### config.mk
export PLATFORM = sky130hd
export DESIGN_NAME = uart_tx_fifo
export DESIGN_NICKNAME = d
export VERILOG_FILES = /design/src/rtl/uart_tx_fifo.sv
export SDC_FILE = /design/constraint.sdc
export NUM_CORES = 1
export LEC_CHECK = 0
export CAP_MARGIN = 20
export CORE_MARGIN = 2
export CORE_UTILIZATION = 64
export DETAILED_ROUTE_END_ITERATION = 7
export PLACE_DENSITY = 0.89
export SYNTH_ARGS = -nofsm -noshare
export SYNTH_HDL_FRONTEND = slang
export SYNTH_SLANG_ARGS = --single-unit
### constraint.sdc
create_clock -name clk -period 9 [get_ports clk]
set_input_delay 1.35 -clock clk [delete_from_list [all_inputs] [get_ports clk]]
set_output_delay 1.35 -clock clk [all_outputs]
set_load 0.02 [all_outputs]
### src/rtl/uart_tx_fifo.sv
// Byte FIFO feeding a UART transmitter: producers write at clock rate, and
// the issue FSM hands bytes over one at a time, paced by tx_busy.
module uart_tx_fifo #(
    parameter int DEPTH = 16,
    localparam int AW = $clog2(DEPTH)
) (
    input  logic          clk,
    input  logic          rst,
    input  logic [7:0]    wr_data,
    input  logic          wr_en,
    output logic          full,
    output logic          empty,
    output logic [AW:0]   level,
    output logic          overflow,
    output logic          idle,
    output logic [7:0]    txdata,
    output logic          transmit,
    input  logic          tx_busy
);

    localparam logic [AW:0] DEPTH_L = (AW + 1)'(DEPTH);
    localparam logic [AW:0] ONE_L   = (AW + 1)'(1);

    typedef enum logic [1:0] {
        IDLE,
        ISSUE,
        WAIT_DONE
    } state_t;

    state_t        state_q;
    state_t        state_d;
    logic [7:0]    mem [DEPTH];
    logic [AW-1:0] wp;
    logic [AW-1:0] rp;
    logic [AW:0]   level_q;
    logic          seen_busy;
    logic          wr_acc;
    logic          pop;

    // Flags come straight from the level register, so a pop in the same
    // cycle never frees a slot for that cycle's write.
    assign full   = (level_q == DEPTH_L);
    assign empty  = (level_q == '0);
    assign level  = level_q;
    assign wr_acc = wr_en && !full;
    assign idle   = empty && (state_q == IDLE) && !tx_busy;

    always_comb begin
        state_d = state_q;
        pop     = 1'b0;
        case (state_q)
            IDLE: begin
                if (!empty && !tx_busy) begin
                    pop     = 1'b1;
                    state_d = ISSUE;
                end
            end
            ISSUE:     state_d = WAIT_DONE;
            WAIT_DONE: begin
                if (seen_busy && !tx_busy) begin
                    state_d = IDLE;
                end
            end
            default:   state_d = IDLE;
        endcase
    end

    always_ff @(posedge clk) begin
        if (rst) begin
            state_q   <= IDLE;
            seen_busy <= 1'b0;
            transmit  <= 1'b0;
            txdata    <= 8'h00;
            wp        <= '0;
            rp        <= '0;
            level_q   <= '0;
            overflow  <= 1'b0;
        end else begin
            state_q  <= state_d;
            transmit <= pop;
            overflow <= wr_en && full;
            if (pop) begin
                txdata <= mem[rp];
                rp     <= rp + 1'b1;
            end
            if (wr_acc) begin
                wp <= wp + 1'b1;
            end
            // The transmitter may take a cycle to raise tx_busy after the
            // issue, so WAIT_DONE only trusts a low tx_busy once it was high.
            if (state_q == WAIT_DONE) begin
                if (seen_busy && !tx_busy) begin
                    seen_busy <= 1'b0;
                end else if (tx_busy) begin
                    seen_busy <= 1'b1;
                end
            end
            case ({wr_acc, pop})
                2'b10:   level_q <= level_q + ONE_L;
                2'b01:   level_q <= level_q - ONE_L;
                default: level_q <= level_q;
            endcase
        end
    end

    always_ff @(posedge clk) begin
        if (wr_acc) begin
            mem[wp] <= wr_data;
        end
    end

endmodule

# After elaboration in Yosys (flattened, before gate mapping)
# Memories as Yosys holds them, arrays and structs flattened. A register that Yosys moved wholly into a read port is not among the register bits.
# Index checks and enable logic that the tools add are counted.
# word_totals
word_cells	44
memories	1
latchBits	0
ff_bits	18
out_inout_bits	18
mem_bits_rw	128
inputBits	12
rom_bits	0
# memory_table
name	words	width	rd	rd_ports_with_merged_regs	wr	line_no	source
mem	16	8	1	1	1	32	logic [7:0] mem [DEPTH];
# classes
n_bitwise	0
addsub	4
magnitude_cmp	0
n_shift	0
div_mod_pow	0
n_eq_ne	7
n_mul	0
n_reduce_logical	15
mux	10
# op_table
cell	n
one-hot mux 5 bit (2 select lines)	1
adder 4 x 1 -> 4 bit (second input constant)	2
logical AND 1 bit	6
two-way mux 1 bit	6
one-hot mux 2 bit (3 select lines)	1
adder 5 x 1 -> 5 bit (second input constant)	1
== test 5 bit (second input constant)	1
logical NOT 5 bit	1
subtractor 5 x 1 -> 5 bit (second input constant)	1
== test 2 x 1 -> 1 bit (second input constant)	2
== test 2 bit (second input constant)	2
two-way mux 2 bit	2
AND reduction 2 bit	2
nonzero test 2 bit	2
logical NOT 1 bit	3
logical NOT 2 bit	1
inequality test 2 x 1 -> 1 bit (second input constant)	1
inequality test 2 bit (second input constant)	1

# Depth between registers and ports, before layout
# Gate-level depths: netlist of run 1.
# logic_depth
depth_word	7
ltp_mapped	12
ltp_nobuf	10

# Least setup slack after synthesis of run 1
# No wires, ideal clock.
# synth_timing
kind	input -> register
start	input tx_busy
end	register level_q[4], in the netlist level[4]
arrival_ns	3.661
required_time_ns	8.877
path_slack_ns	5.215
n_path_buf	2
setup_time_ns	0.123
cell_stages	11
cell_sequence	nor3_2 -> a21boi_1 -> buf_2 -> ha_1 -> clkbuf_1 -> xor2_1 -> ha_1 -> a21oi_1 -> or3_1 -> a31oi_1 -> mux2_1
# synth_via
elab_chain_len	6
word_cells_on_any_way	8
# synth_lines
item	line_no	source
from (decl)	18	input logic tx_busy
logical NOT 1 bit *	53	if (!empty && !tx_busy) begin
logical AND 1 bit *	53	
two-way mux 1 bit *	53	
two-way mux 1 bit *	51	case (state_q)
via pop	38	logic pop;
== test 2 x 1 -> 1 bit / == test 2 bit (equally long branches)	98	case ({wr_acc, pop})
one-hot mux 5 bit (2 select lines) / nonzero test 2 bit (equally long branches)	--	
to (signal assigned)	99	2'b10: level_q <= level_q + ONE_L;
to (signal assigned)	100	2'b01: level_q <= level_q - ONE_L;
to (signal assigned)	101	default: level_q <= level_q;
to (decl)	35	logic [AW:0] level_q;
# Mark *: on every way through the listed nets, which the timed path passes. The rest lies on a longest branch.
# A chain may end at the register's enable or synchronous reset.

# Final worst setup path of run 1
# layout_timing
start	input tx_busy
end	output idle
# layout_via
elab_chain_len	2
# layout_lines
item	line_no	source
logical NOT 1 bit	46	assign idle = empty && (state_q == IDLE) && !tx_busy;
logical AND 1 bit	46	
to (decl)	15	output logic idle,
# Every way passes these cells.

==> reports/qor.log, run 1 <==
INFO  status         outcome=finished clean
INFO  floorplanning  starting_density_of_the_core=65.01%
INFO  timing         finalCritPeriodShare=47.71%
INFO  detailed_routing dr.pass1.iters=5
INFO  floorplanning  floorplan.die_area=10600um2
INFO  clocking       clock_sink_total=154
INFO  worst_setup_path timing.reg2reg.worst_path_depth=10
INFO  clocking       worst_skew_pair.late_latency=0.53ns
INFO  timing         final_period_minus_worst_setup_slack=4.294ns
INFO  worst_setup_path crit_chain=clkdlybuf4s50_1, nor3_2, and3_1, clkdlybuf4s50_1
INFO  worst_setup_path crit-reg2reg-capture=level[4]
INFO  finish         final_layout_size_suffix_gt1_share=9.471%
INFO  synthesis      ys_dominant_reg_cell=sky130_fd_sc_hd__edfxtp_1
INFO  detailed_routing route.detailed.drc=0
INFO  grt            first_global_vias=3553
INFO  timing         rsz0062_at_grt=no
INFO  worst_setup_path critical_path_class=in2out
INFO  worst_setup_path timing.critical_path.required=7.65ns
INFO  floorplanning  floorplan.die.height=102.9um
INFO  timing         worst_max_slew_pin_slew=1.176ns
INFO  synthesis      synth_edf_count=128
INFO  timing         final_hold_viol_count=0
INFO  clocking       clk_path_buf_depth=2
INFO  worst_setup_path cp_data_arrival_time=2.94ns
INFO  grt            gr-total-overflow=0
INFO  synthesis      portion_of_the_post_synthesis_area_used_by_sequential_elements=69.65%
INFO  finish         layout.cell_area.non_filler=7198um2
INFO  grt            gr-usage-all-layers=26.46%
INFO  min_path       hold_start=txdata[5]
INFO  synthesis      synth-seq-cells=154
INFO  timing         max_clock_freq=232.9MHz
INFO  detailed_routing via_count=3718
INFO  grt            antenna_violations_before_repair=0
INFO  timing         slew_viol_final=0
INFO  clocking       post_cts_resize_count=0
INFO  placed_design  hpwl=7.690mm
INFO  worst_setup_path slowest_stage=sky130_fd_sc_hd__clkdlybuf4s50_1
INFO  flow_run       max_cap_viol_count=0
INFO  pwr            vdd.ir_drop.worst=0.1538mV
INFO  floorplanning  placementRows=36
INFO  grt            grt_first_pass_wirelength=19.80mm
INFO  floorplanning  core=9639um2
INFO  clocking       cts.reportedPaths.clkPinSlew=0.07ns
INFO  grt            grt_max_degree=67
INFO  worst_setup_path critical-path-max-stage-delay=0.60ns
INFO  clocking       tritoncts=yes
INFO  worst_setup_path reg2reg_setup_slack=5.83ns
INFO  detailed_routing drt_iter0_drc=406
INFO  synthesis      yosys_cell_types=44
INFO  timing         holdWs=0.5050ns
INFO  worst_setup_path crit_path_max_fanout=4
INFO  detailed_routing avgViaCountPerCell=6.334
INFO  synthesis      synth-warning-count=0
INFO  clocking       post_cts.repair.setup_buffers=0
INFO  floorplanning  die_width=102.9um
INFO  finish         final_net_count=461
INFO  worst_setup_path crit_path_frequent_cell=sky130_fd_sc_hd__clkdlybuf4s50_1
INFO  detailed_routing wire_per_inst=22.63um
INFO  timing         totalNegativeSetupSlack=0ns
INFO  pwr            pwr_density_cell=279.1nW/um2
INFO  placed_design  post_place_cell_area=6568um2
INFO  worst_setup_path worst_r2r_startpoint=level[2]
INFO  clocking       cts_root_buffer=sky130_fd_sc_hd__clkbuf_8
INFO  detailed_routing drtAntennaViolNets=0
INFO  synthesis      syn_area=6266um2
INFO  min_path       worst_hold_path_type=reg2reg
INFO  detailed_routing postRouteWirelength=13.28mm
INFO  placed_design  portBuffers=29
INFO  timing         setup_viol_count_final=0
INFO  synthesis      synth_area_per_cell=15.10um2
INFO  floorplanning  io_pins=30
INFO  timing         worst_clock_skew=0.009701ns
INFO  worst_setup_path worstSetupEndpoint=idle
INFO  placed_design  routability_driven_placement_congestion_ratio=0.8264
INFO  worst_setup_path setup.worst_path.start_class=input port
INFO  synthesis      synthesis.instances=415
INFO  clocking       cts_made_buffers=17
INFO  synthesis      async_flop_share=0%
INFO  worst_setup_path startpoint=tx_busy
INFO  worst_setup_path endpoint_kind=output port
INFO  pwr            leakage_power_total=0.002296uW
INFO  clocking       htree_num_levels=4
INFO  timing         slew_headroom=21.63%
INFO  finish         utilization=74.68%
INFO  synthesis      mappedNetlistNets=435
INFO  finish         area_growth_syn_to_layout=14.88%
INFO  clocking       cts_hold_buf=0
INFO  finish         antenna_cells=0
[how the worst min path moves through the flow]
stage | cells past startpoint | endpoint | slack (ns)
after detailed placement | 2 | txdata[6] | 0.50
after global placement | 2 | state_q[1] | 0.48
final | 2 | txdata[5] | 0.50
after global routing | 2 | txdata[5] | 0.51
after CTS | 2 | txdata[6] | 0.51
after floorplan | 2 | state_q[1] | 0.47
[flip-flops by register name, indices dropped and copies added, names as in the netlist]
| signal | cells |
|---|---|
| wp | 4 |
| overflow | 1 |
| transmit | 1 |
| seen_busy | 1 |
| txdata | 8 |
| mem | 128 |
| state_q | 2 |
| level | 5 |
| rp | 4 |
[critical path: cells and delay by family]
kind	cells	cell delay, ns
buffers and inverters	2	1.05
AND/OR/NAND/NOR	2	0.54
[per-stage QoR]
stage | instances | worst slack (ns) | total power (uW)
final | 587 | 4.706 | 2009
after CTS | 583 | 4.703 | 2005
after detailed placement | 551 | 4.633 | 1266
after global placement | 551 | 4.695 | 1250
after floorplan | 415 | 5.215 | 1128
after global routing | 587 | 4.661 | 2071
[layer usage]
metal  vias to the layer above  routed length, um  global-route usage, %
met5                         -                  0                      0
met4                         0                363                  11.13
met3                        43               1141                  6.983
met2                       204               6735                  44.11
met1                      1827               5040                  33.04
li1                       1644                  -                      -
[final cells by class]
cell class / instances / area (um2)
clock buffer: 19 / 421.7
clock inverter: 13 / 188.9
fill: 577 / 2441
inverter: 6 / 22.52
multi-input combinational: 228 / 1713
sequential: 154 / 4368
tap: 133 / 166.4
timing repair buffer: 34 / 317.8
[logic make-up after synthesis]
kind of cell | after synthesis | synth area share, %
compound gates | 59 | 6.470
xor+xnor | 9 | 1.258
simple gates | 83 | 6.949
buf+inv | 33 | 3.015
flops | 154 | 69.65
mux | 69 | 11.06
fa+ha+maj | 8 | 1.598
[layout by cell type, fill, tap and decap left out, drive strengths merged, types with 7 or more instances in the layout]
cell	synthesis	routed
nor4	9	9
xor2	7	7
clkbuf	8	20
a211oi	8	8
mux2i	67	67
ha	8	8
clkdlybuf4s50	0	29
inv	6	10
nor2	37	37
o22ai	33	33
edfxtp	128	128
dfxtp	26	26
[power by group]
part	internal [uW]	leakage (uW)	switching, uW
Sequential	822	0.00137	50.2
Combinational	163	0.000631	234
Clock	454	0.000295	286
Total	1440	0.00230	570
[Yosys cell counts, types with 5 or more instances]
cell type / count / share of area (%)
sky130_fd_sc_hd__a211oi_1: 8 / 0.96
sky130_fd_sc_hd__nor2_1: 37 / 2.2
sky130_fd_sc_hd__nand2_1: 6 / 0.36
sky130_fd_sc_hd__inv_1: 6 / 0.36
sky130_fd_sc_hd__nor4_1: 8 / 0.80
sky130_fd_sc_hd__buf_4: 6 / 0.72
sky130_fd_sc_hd__ha_1: 8 / 1.6
sky130_fd_sc_hd__buf_2: 8 / 0.64
sky130_fd_sc_hd__a21oi_1: 5 / 0.40
sky130_fd_sc_hd__dfxtp_1: 26 / 8.3
sky130_fd_sc_hd__edfxtp_1: 128 / 61
sky130_fd_sc_hd__nor2b_1: 6 / 0.60
sky130_fd_sc_hd__xor2_1: 7 / 0.98
sky130_fd_sc_hd__o22ai_1: 33 / 3.3
sky130_fd_sc_hd__clkbuf_1: 6 / 0.36
sky130_fd_sc_hd__mux2i_1: 67 / 11
Power figures use the tool's default switching activity.
==> inputs of run 2 (changes only) <==
--- a/config.mk
+++ b/config.mk
@@ -7,9 +7,9 @@
 export LEC_CHECK = 0
 export CAP_MARGIN = 20
 export CORE_MARGIN = 2
-export CORE_UTILIZATION = 64
+export CORE_UTILIZATION = 54
 export DETAILED_ROUTE_END_ITERATION = 7
-export PLACE_DENSITY = 0.89
+export PLACE_DENSITY = 0.8
 export SYNTH_ARGS = -nofsm -noshare
 export SYNTH_HDL_FRONTEND = slang
 export SYNTH_SLANG_ARGS = --single-unit
==> constraint.sdc (replaced) <==
create_clock -name clk -period 3.5 [get_ports clk]
set_input_delay 0.525 -clock clk [delete_from_list [all_inputs] [get_ports clk]]
set_output_delay 0.525 -clock clk [all_outputs]
set_load 0.02 [all_outputs]
==> reports/qor.log, run 2 (synthesis results as in run 1) <==
INFO  status         outcome=finished clean
INFO  grt            gr-usage-all-layers=21.38%
INFO  grt            grt_max_degree=67
INFO  pwr            internal-power=3426uW
INFO  timing         totalNegativeSetupSlack=0ns
INFO  timing         rsz0062_at_grt=no
INFO  worst_setup_path crit_path_max_fanout=12
INFO  timing         finalCritPeriodShare=84.09%
INFO  worst_setup_path crit-reg2reg-capture=level[4]
INFO  floorplanning  starting_density_of_the_core=55.11%
INFO  worst_setup_path timing.critical_path.required=3.81ns
INFO  clocking       worst_skew_pair.late_latency=0.42ns
INFO  placed_design  portBuffers=29
INFO  clocking       cts_root_buffer=sky130_fd_sc_hd__clkbuf_16
INFO  pwr            power.share.switching=29.03%
INFO  floorplanning  floorplan.die_area=12480um2
INFO  floorplanning  io_pins=30
INFO  detailed_routing route.detailed.drc=0
INFO  worst_setup_path reg2reg_setup_slack=0.56ns
INFO  grt            first_global_vias=3502
INFO  clocking       cts.reportedPaths.clkPinSlew=0.06ns
INFO  min_path       timing.hold.worst_endpoint=txdata[5]
INFO  flow_run       max_cap_viol_count=0
INFO  finish         max_flop_register=mem
INFO  timing         slew_headroom=34.24%
INFO  pwr            leakage_power_total=0.002260uW
INFO  detailed_routing dr.pass1.iters=4
INFO  finish         layout.cell_area.non_filler=7141um2
INFO  timing         max_clock_freq=339.8MHz
INFO  finish         layout_filler_cell_count=813
INFO  clocking       clock_sink_total=154
INFO  min_path       worst_hold_path_type=reg2reg
INFO  finish         final_cell_mix=sky130_fd_sc_hd__edfxtp_1, sky130_fd_sc_hd__mux2i_1, sky130_fd_sc_hd__nor2_1
INFO  clocking       clk_path_buf_depth=2
INFO  pwr            clkPwrFrac=32.1%
INFO  grt            grt_first_pass_wirelength=19.62mm
INFO  detailed_routing postRouteWirelength=12.77mm
INFO  floorplanning  placementRows=39
INFO  worst_setup_path timing.reg2reg.worst_path_depth=10
INFO  grt            gr-total-overflow=0
INFO  timing         worst_max_slew_pin_slew=0.9833ns
INFO  finish         final_net_count=464
INFO  worst_setup_path worst_r2r_startpoint=level[2]
INFO  finish         final_layout_size_suffix_gt1_share=8.972%
INFO  pwr            pwr_density_cell=676.0nW/um2
INFO  worst_setup_path endpoint_kind=flop
INFO  worst_setup_path critical_path_class=reg2reg
INFO  detailed_routing wire_per_inst=21.28um
INFO  detailed_routing drt_iter0_drc=399
INFO  clocking       post_cts.repair.setup_buffers=0
INFO  pwr            vdd.ir_drop.worst=0.5717mV
INFO  floorplanning  floorplan.die.height=111.7um
INFO  clocking       htree_num_levels=4
INFO  detailed_routing drtAntennaViolNets=0
INFO  pwr            combinationalPowerShare=21.4%
INFO  grt            antenna_violations_before_repair=0
INFO  detailed_routing avgViaCountPerCell=5.865
INFO  pwr            pwr-share-seq=46.5%
INFO  timing         worst_clock_skew=0.008911ns
INFO  detailed_routing via_count=3519
INFO  timing         final_hold_viol_count=0
INFO  min_path       hold-path-cell-count=2
INFO  clocking       post_cts_resize_count=0
INFO  placed_design  post_place_cell_area=6645um2
INFO  clocking       cts_made_buffers=17
INFO  pwr            switching_power=1401uW
INFO  finish         area_growth_syn_to_layout=13.96%
INFO  floorplanning  core=11370um2
INFO  floorplanning  die_width=111.7um
INFO  finish         largest_register_ff_count=128
INFO  pwr            p_total=4827uW
INFO  worst_setup_path setup.worst_path.start_class=flop
INFO  finish         layout_commonest_cell=sky130_fd_sc_hd__edfxtp_1
INFO  clocking       tritoncts=yes
INFO  timing         setup_viol_count_final=0
INFO  timing         slew_viol_final=0
INFO  finish         antenna_cells=0
INFO  placed_design  routability_driven_placement_congestion_ratio=0.8075
INFO  clocking       cts_hold_buf=0
INFO  min_path       hold_start=txdata[5]
INFO  timing         final_period_minus_worst_setup_slack=2.943ns
INFO  worst_setup_path cp_data_arrival_time=3.25ns
INFO  placed_design  hpwl=8.154mm
## run 2: changes by cell type in the layout (fill, tap and decap cells not counted)
cell                         delta
sky130_fd_sc_hd__buf_4          +6
sky130_fd_sc_hd__bufinv_16      -4
sky130_fd_sc_hd__clkinv_1       +4
sky130_fd_sc_hd__clkinv_2       +4
sky130_fd_sc_hd__inv_6          -4
sky130_fd_sc_hd__buf_2          -3
sky130_fd_sc_hd__clkinv_4       -2
sky130_fd_sc_hd__buf_12         +1
sky130_fd_sc_hd__clkbuf_1       +1
sky130_fd_sc_hd__clkbuf_16      +1
sky130_fd_sc_hd__clkbuf_2       -1
sky130_fd_sc_hd__clkbuf_8       -1
sky130_fd_sc_hd__clkinvlp_4     +1
## run 2: cell type report
| class | count | area [um2] | area share [%] |
|---|---|---|---|
| clock buffer | 20 | 436.7 | 6.115 |
| clock inverter | 12 | 58.81 | 0.8235 |
| inverter | 6 | 22.52 | 0.3154 |
| multi-input combinational | 228 | 1713 | 23.99 |
| sequential | 154 | 4368 | 61.17 |
| tap | 143 | 178.9 | 2.506 |
| timing repair buffer | 37 | 362.8 | 5.081 |
## run 2: per-stage QoR
step / cells / hold WS (ns) / utilization (%) / worst slack, ns
6_report: 600 / 0.5075 / 62.80 / 0.5568
5_1_grt: 600 / 0.5337 / 62.80 / 0.3564
4_1_cts: 600 / 0.5044 / 62.80 / 0.5949
3_5_place_dp: 568 / 0.4967 / 58.45 / 0.3229
3_3_place_gp: 568 / 0.4906 / 58.45 / 0.4402
2_1_floorplan: 415 / 0.4738 / - / 0.5403
## run 2: power by group through the flow
stage | combinational (uW) | sequential [uW] | clock, uW
after floorplan | 601 | 2300 | 0
after global placement | 987 | 2270 | 0
after detailed placement | 1020 | 2270 | 0
after CTS | 1030 | 2240 | 1560
after global routing | 1110 | 2260 | 1640
final | 1030 | 2240 | 1550
## run 2: worst max-delay path by stage
stage                   from       end  slack (ns)  cells past startpoint
floorplan            tx_busy  level[4]        0.54                     11
global placement     tx_busy  level[4]        0.44                     10
detailed placement     wr_en  level[4]        0.32                     10
CTS                 level[0]  level[4]        0.59                     10
global route        level[2]  level[4]        0.36                     10
finish              level[2]  level[4]        0.56                     10
## run 2: layer usage
metal | GRT usage, % | part of all wire [%] | vias up
met2 | 35.03 | 50 | 108
met4 | 8.395 | 1.9 | 0
li1 | - | - | 1647
met3 | 6.369 | 7.1 | 19
met1 | 26.98 | 41 | 1745
met5 | 0 | 0 | -
## run 2: worst max-delay path, cell delays in order (launching register included)
cell and delay [ns]:
sky130_fd_sc_hd__dfxtp_1 0.42, sky130_fd_sc_hd__nor4_2 0.42, sky130_fd_sc_hd__a21boi_1 0.16, sky130_fd_sc_hd__inv_1 0.12, sky130_fd_sc_hd__ha_1 0.34, sky130_fd_sc_hd__xor2_1 0.20, sky130_fd_sc_hd__ha_1 0.17, sky130_fd_sc_hd__a21oi_1 0.07
sky130_fd_sc_hd__or3_1 0.36, sky130_fd_sc_hd__a31oi_1 0.22, sky130_fd_sc_hd__mux2_1 0.34
